--- config.mk ---
export PLATFORM = sky130hd
export DESIGN_NAME = uart_tx_fifo
export DESIGN_NICKNAME = d
export VERILOG_FILES = /design/src/rtl/uart_tx_fifo.sv
export SDC_FILE = /design/constraint.sdc
export NUM_CORES = 1
export LEC_CHECK = 0
export CORE_UTILIZATION = 63
export DETAILED_ROUTE_END_ITERATION = 8
export DONT_BUFFER_PORTS = 1
export GPL_TIMING_DRIVEN = 0
export PLACE_DENSITY = 0.89
export SKIP_LAST_GASP = 1
export SLEW_MARGIN = 20
export SYNTH_ARGS = -nofsm -noshare
export SYNTH_HDL_FRONTEND = slang
export SYNTH_SLANG_ARGS = --single-unit
export TNS_END_PERCENT = 30
--- constraint.sdc ---
create_clock -name clk -period 3.3 [get_ports clk]
set_input_delay 0.66 -clock clk [delete_from_list [all_inputs] [get_ports clk]]
set_output_delay 0.66 -clock clk [all_outputs]
set_load 0.05 [all_outputs]
--- src/rtl/uart_tx_fifo.sv ---
// UART transmitter with a small word FIFO: start, DATA_BITS LSB-first, optional parity, STOP_BITS stops.
// Optional parity bit and PARITY state are compiled in with `define UART_TX_PARITY_EN.
module uart_tx_fifo #(
  parameter int DATA_BITS    = 8,
  parameter int CLKS_PER_BIT = 16,
  parameter int STOP_BITS    = 1,
  parameter int FIFO_DEPTH   = 4
) (
  input  logic                 clk,
  input  logic                 rst,
  input  logic                 axi_valid,
  output logic                 axi_ready,
  input  logic [DATA_BITS-1:0] axi_data,
  input  logic                 parity_odd,
  output logic                 uart_tx,
  output logic                 busy
);
  localparam int AW = $clog2(FIFO_DEPTH);
  localparam int CW = $clog2(CLKS_PER_BIT);
  localparam int BW = $clog2(DATA_BITS + 1);

  typedef enum logic [2:0] {
    IDLE,
    START,
    DATA,
`ifdef UART_TX_PARITY_EN
    PARITY,
`endif
    STOP
  } state_t;

  logic [DATA_BITS-1:0] mem [FIFO_DEPTH];
  logic [AW-1:0]        wr_ptr, rd_ptr;
  logic [AW:0]          count;
  logic                 rdy_en;
  logic                 push, pop, full, baud_last, stop_last;
  logic [DATA_BITS-1:0] head;

  state_t               state;
  logic [CW-1:0]        baud;
  logic [BW-1:0]        bit_cnt;
  logic [DATA_BITS-1:0] shreg;
`ifdef UART_TX_PARITY_EN
  logic                 par_bit;
`else
  logic                 unused_parity;
  assign unused_parity = parity_odd;
`endif

  // rdy_en keeps axi_ready low until the first edge after reset release
  assign full      = (count == (AW+1)'(FIFO_DEPTH));
  assign axi_ready = rdy_en && !full;
  assign push      = axi_valid && axi_ready;
  assign head      = mem[rd_ptr];
  assign baud_last = (baud == CW'(CLKS_PER_BIT - 1));
  assign stop_last = (bit_cnt == BW'(STOP_BITS - 1));
  assign pop       = (count != '0) &&
                     ((state == IDLE) || (state == STOP && baud_last && stop_last));
  assign busy      = (state != IDLE) || (count != '0);

  always_ff @(posedge clk) begin
    if (push) mem[wr_ptr] <= axi_data;
  end

  always_ff @(posedge clk or posedge rst) begin
    if (rst) begin
      wr_ptr <= '0;
      rd_ptr <= '0;
      count  <= '0;
      rdy_en <= 1'b0;
    end else begin
      rdy_en <= 1'b1;
      if (push) wr_ptr <= wr_ptr + 1'b1;
      if (pop)  rd_ptr <= rd_ptr + 1'b1;
      case ({push, pop})
        2'b10:   count <= count + 1'b1;
        2'b01:   count <= count - 1'b1;
        default: count <= count;
      endcase
    end
  end

  always_ff @(posedge clk or posedge rst) begin
    if (rst) begin
      state   <= IDLE;
      baud    <= '0;
      bit_cnt <= '0;
      shreg   <= '0;
      uart_tx <= 1'b1;
`ifdef UART_TX_PARITY_EN
      par_bit <= 1'b0;
`endif
    end else begin
      baud <= (state == IDLE || baud_last) ? '0 : baud + 1'b1;
      case (state)
        IDLE: begin
          if (pop) begin
            shreg   <= head;
            uart_tx <= 1'b0;
            state   <= START;
`ifdef UART_TX_PARITY_EN
            par_bit <= (^head) ^ parity_odd;
`endif
          end else begin
            uart_tx <= 1'b1;
          end
        end
        START: if (baud_last) begin
          uart_tx <= shreg[0];
          shreg   <= shreg >> 1;
          bit_cnt <= '0;
          state   <= DATA;
        end
        DATA: if (baud_last) begin
          if (bit_cnt == BW'(DATA_BITS - 1)) begin
            bit_cnt <= '0;
`ifdef UART_TX_PARITY_EN
            uart_tx <= par_bit;
            state   <= PARITY;
`else
            uart_tx <= 1'b1;
            state   <= STOP;
`endif
          end else begin
            uart_tx <= shreg[0];
            shreg   <= shreg >> 1;
            bit_cnt <= bit_cnt + 1'b1;
          end
        end
`ifdef UART_TX_PARITY_EN
        PARITY: if (baud_last) begin
          uart_tx <= 1'b1;
          bit_cnt <= '0;
          state   <= STOP;
        end
`endif
        STOP: if (baud_last) begin
          if (stop_last) begin
            bit_cnt <= '0;
            // back-to-back: next start bit follows the last stop bit directly
            if (pop) begin
              shreg   <= head;
              uart_tx <= 1'b0;
              state   <= START;
`ifdef UART_TX_PARITY_EN
              par_bit <= (^head) ^ parity_odd;
`endif
            end else begin
              uart_tx <= 1'b1;
              state   <= IDLE;
            end
          end else begin
            bit_cnt <= bit_cnt + 1'b1;
          end
        end
        default: begin
          uart_tx <= 1'b1;
          state   <= IDLE;
        end
      endcase
    end
  end
endmodule

# Word-level counts from Yosys, hierarchy flattened
# Memory sizes are Yosys's and may differ from the RTL's.
# Index checks and enable logic that the tools add are counted.
# op_classes
eq_ne	15
bitwise_logic	0
n_div	0
shifts	0
n_reduce_logical	20
n_lt_le_gt_ge	0
muxes	32
n_mul	0
add_sub_neg	6
# ops
op	count
$mux 8	6
$pmux 8 s4	1
$mux 4	6
$mux 3	6
$ne 2x2->1 const B	7
$pmux 3 s4	1
$pmux 4 s3	1
$reduce_and 6->1	2
$mux 1	9
$reduce_bool 3->1	3
$add 4x1->4 const B	2
$reduce_and 4->1	2
$eq 3x2->1 const B	2
$pmux 3 s2	1
$logic_and 1x1->1	5
$add 2x1->2 const B	2
$eq 4x3->1 const B	1
$eq 4x4->1 const B	1
$logic_not 4->1	1
$pmux 1 s4	1
$reduce_bool 4->1	1
$add 3x1->3 const B	1
$eq 3x1->1 const B	1
$eq 3x3->1 const B	1
7 further kinds	9
# totals
wordCells	83
rom_bits	0
ramBits	32
n_memories	1
latchBits	0
regBits	28
# mem_list
name	depth	word_bits	read_ports	rd_clocked_by_memory_dff	write_ports	line	text
mem	4	8	1	0	1	32	logic [DATA_BITS-1:0] mem [FIFO_DEPTH];

# Depth between registers and ports, before layout
# depth
ltp_word	9
depth_mapped	13

# Worst setup path after synthesis
# Ideal clock, no wire load.
# synth_path
path_type	reg2reg
startpoint	register count[0]
endpoint	register count[2]
setup_time_ns	0.125
arrival_time_ns	2.873
path_slack_ns	0.301
path_buffers	0
path_stages_with_launch	11
path_cell_list	dfrtp_1 > nor2_1 > a21boi_0 > and2_1 > inv_1 > ha_1 > inv_1 > fa_1 > xor2_1 > nor2_1 > xor2_1
# synth_via
elab_chain_len	6
elab_cells_between_ends	12
classes_between	add/sub: 2; eq/ne: 3; mux: 1; reduce/logical: 6
# synth_lines
element	line	text
start: declaration	34	logic [AW:0] count;
start signal: assignment	76	2'b10: count <= count + 1'b1;
start signal: assignment	77	2'b01: count <= count - 1'b1;
start signal: assignment	78	default: count <= count;
$eq 3x3->1 *	51	assign full = (count == (AW+1)'(FIFO_DEPTH));
$logic_not 1->1 *	52	assign axi_ready = rdy_en && !full;
$logic_and 1x1->1 *	52	
named net axi_ready	12	output logic axi_ready,
$logic_and 1x1->1 *	53	assign push = axi_valid && axi_ready;
$eq 2x1->1 / $eq 2x2->1 (equally long branches)	75	case ({push, pop})
$pmux 3 s2 / $reduce_bool 2->1 (equally long branches)	-	
# Mark *: on every way through the listed nets, which the timed path passes. The rest lies on a longest branch.
# A chain may end at the register's enable or synchronous reset.

# Final worst setup path
# layout_path
startpoint	register bit_cnt[0]
endpoint	register count[2]
# layout_via
elab_chain_len	6
elab_cells_between_ends	8
classes_between	eq/ne: 2; mux: 1; reduce/logical: 5
# layout_lines
element	line	text
start: declaration	41	logic [BW-1:0] bit_cnt;
start signal: assignment	127	bit_cnt <= bit_cnt + 1'b1;
start signal: assignment	153	bit_cnt <= bit_cnt + 1'b1;
$logic_not 4->1 *	56	assign stop_last = (bit_cnt == BW'(STOP_BITS - 1));
$logic_and 1x1->1 *	58	((state == IDLE) || (state == STOP && baud_last && stop_last));
$logic_or 1x1->1 *	58	
$logic_and 1x1->1 *	57	assign pop = (count != '0) &&
named net pop	36	logic push, pop, full, baud_last, stop_last;
$eq 2x1->1 / $eq 2x2->1 (equally long branches)	75	
$pmux 3 s2 / $reduce_bool 2->1 (equally long branches)	-	
# Marked as above.

==> impl_metrics.toml <==
[layout]
antenna_cells = 0
n_fill_cell = 259
fin_area_mm2 = 0.00310
final_cell_mix = "edfxtp_1, dfrtp_1, ha_1"
final_layout_size_suffix_gt1_share_pct = 17.2
layout.nets = 241
final_common_cell = "edfxtp_1"
finalNonFillerCells = 273
post-route-util_pct = 71.3
area_delta_synth_final_pct = 8.86

[timing]
hold_slack_ns = 0.258
fin_ws_ns = 0.399
tightestPinTransition_ns = 0.792
fmax_ghz = 0.345
final_hold_viol_count = 0
slew_viol_final = 0
rsz0062_at_grt = "false"
slew_headroom_pct = 46.9
post-route-min-period_ns = 2.90
setup_violations = 0
clock_skew_ns = 0.0141
fin_setup_tns_ns = 0
period_share_pct = 87.9

[placed_design]
hpwl_um = 3330
gp_congestion = 0.757
io_buffers = 0
dp_cells = 257
placed_cell_area_mm2 = 0.00292
post-place-ws_ns = 0.431

[synthesis]
syn-mean-instance-area_um2 = 13.9
ys_warn_count = 0
synth-async-reset-ratio_pct = 45.8
yosysTopAreaCell = "edfxtp_1"
synth_edf_count = 32
synth_area_mm2 = 0.00285
synthTopCellsByArea = "edfxtp_1, dfrtp_1, mux4_2"
ys.flop_type = "edfxtp_1"
yosys.cell_types.count = 50
synth_nets = 230
syn_inst = 205
seq_area_frac_synth_pct = 57.4
synth_top_area_share_pct = 33.7
synth-seq-cells = 59

[global_routing]
grt_pass1_wl_um = 8180
groute.usage.overall_pct = 22.8
globalRouteOverflowTotal = 0
grt_max_degree = 28
antenna_found_initial = 0
first_global_vias = 1750

[power]
p_per_area_mw_per_mm2 = 1060
p_leak_nw = 1.24
finalPower_mw = 3.30
ir_worst_vdd_mv = 0.558

[detailed_routing]
vias_per_cell = 6.22
vias = 1699
drt_iter0_markers = 126
route.detailed.drc = 0
wl_per_cell_um = 17.9
ant_nets = 0
first_pass_iters = 5
wl_um = 4880

[clock_tree]
clkSlewWorstSetupHoldPaths_ns = 0.08
cts_max_path_buffers = 2
clk_root_buffer_cell = "clkbuf_8"
cts_resized = 0
post_cts_buffers = 0
ctsHoldBuffers = 0
clkSinkCount = 59
cts_htree_levels = 3
cts_buffers = 9
cts_tree = "built"
clk_latency_ns = 0.34

[die]
core_mm2 = 0.00435
initial_core_util_pct = 65.5
pin_count = 15
row_count = 24
die_area_mm2 = 0.00480
fp.dieW_um = 69.3
die_y_um = 69.3

[setup_path]
critPathRequiredTime_ns = 3.56
crit_path_max_fanout = 10
startpoint_type = "flop"
crit_arrival_ns = 3.16
critical_path_class = "flop to flop"
cp-end-kind = "flop"

[min_path]
hp-class = "input port to asynchronous set/reset pin"

[status]
outcome = "complete, no violations"

[job]
maxCapViolCount = 0
-- synthesized netlist by cell type, types with 3 or more instances --
master / n
edfxtp_1: 32
dfrtp_1: 26
ha_1: 12
inv_1: 12
nor2_1: 11
nand4_1: 9
mux4_2: 8
nor3b_1: 7
o311a_1: 7
and3_1: 6
clkbuf_1: 6
a2bb2oi_1: 5
nand2_1: 4
o21ai_0: 4
xnor2_1: 4
a21o_1: 3
a21oi_1: 3
buf_2: 3
mux2_2: 3
nand3_1: 3
xor2_1: 3
-- power breakdown --
part / switching, mW / internal (mW)
clock network: 0.277 / 0.342
registers: 0.158 / 0.992
logic: 0.807 / 0.721
-- state kept, by name, summed over array words and instances, names as in the netlist, 2 cells and up --
register / count
rd_ptr: 2
baud: 4
state: 2
wr_ptr: 2
count: 3
shreg: 8
mem: 32
bit_cnt: 4
-- worst paths after layout --
kind	slack, ns	endpoint	cells past startpoint	startpoint
hold reg to reg	0.49	baud[0]	1	baud[0]
setup reg to reg	0.40	count[2]	13	bit_cnt[0]
min in group clk	0.41	mem[3][3]	0	axi_data[3]
setup / recovery	0.40	count[2]	13	bit_cnt[0]
hold / removal	0.26	rd_ptr[0]	1	rst
max in group asynchronous	2.66	bit_cnt[1]	1	rst
-- final cells by class --
type,instances,area [µm²],share of cell area [%]
inverter,12,45.0,1.45
tap,52,65.1,2.10
sequential,59,1640,52.8
buffer,12,67.6,2.18
multi-input combinational,122,1100,35.6
clock inverter,6,56.3,1.81
clock buffer,10,128,4.11
-- layer usage --
layer | vias up | track usage, % | wire [µm]
li1 | 804 | - | -
met5 | - | 0 | 0
met4 | 0 | 9.75 | 65
met1 | 847 | 29.1 | 2120
met3 | 7 | 7.41 | 207
met2 | 41 | 36.2 | 2490
-- worst max-delay path, stage by stage, from the launching register on --
cell and delay, ns:
dfrtp_1 0.39, inv_1 0.10, ha_1 0.14, or3b_1 0.35, buf_6 0.15, o21bai_1 0.21
and2_1 0.16, buf_2 0.25, ha_1 0.24, inv_1 0.06, fa_1 0.37, xor2_1 0.15
nor2_1 0.11, xor2_1 0.14
-- kinds of logic (layout without fill, tap and decap cells) --
logic type / after synthesis / after routing / share of synthesized area (%)
flops: 59 / 59 / 57.4
simple gates: 53 / 53 / 11.1
compound gates: 35 / 35 / 11.1
buf+inv: 24 / 40 / 3.95
fa+ha+maj: 13 / 13 / 5.97
mux: 13 / 13 / 8.25
xor+xnor: 7 / 7 / 2.15
other cells: 1 / 1 / 0.132
No activity file was read; power rests on OpenSTA's default activity.
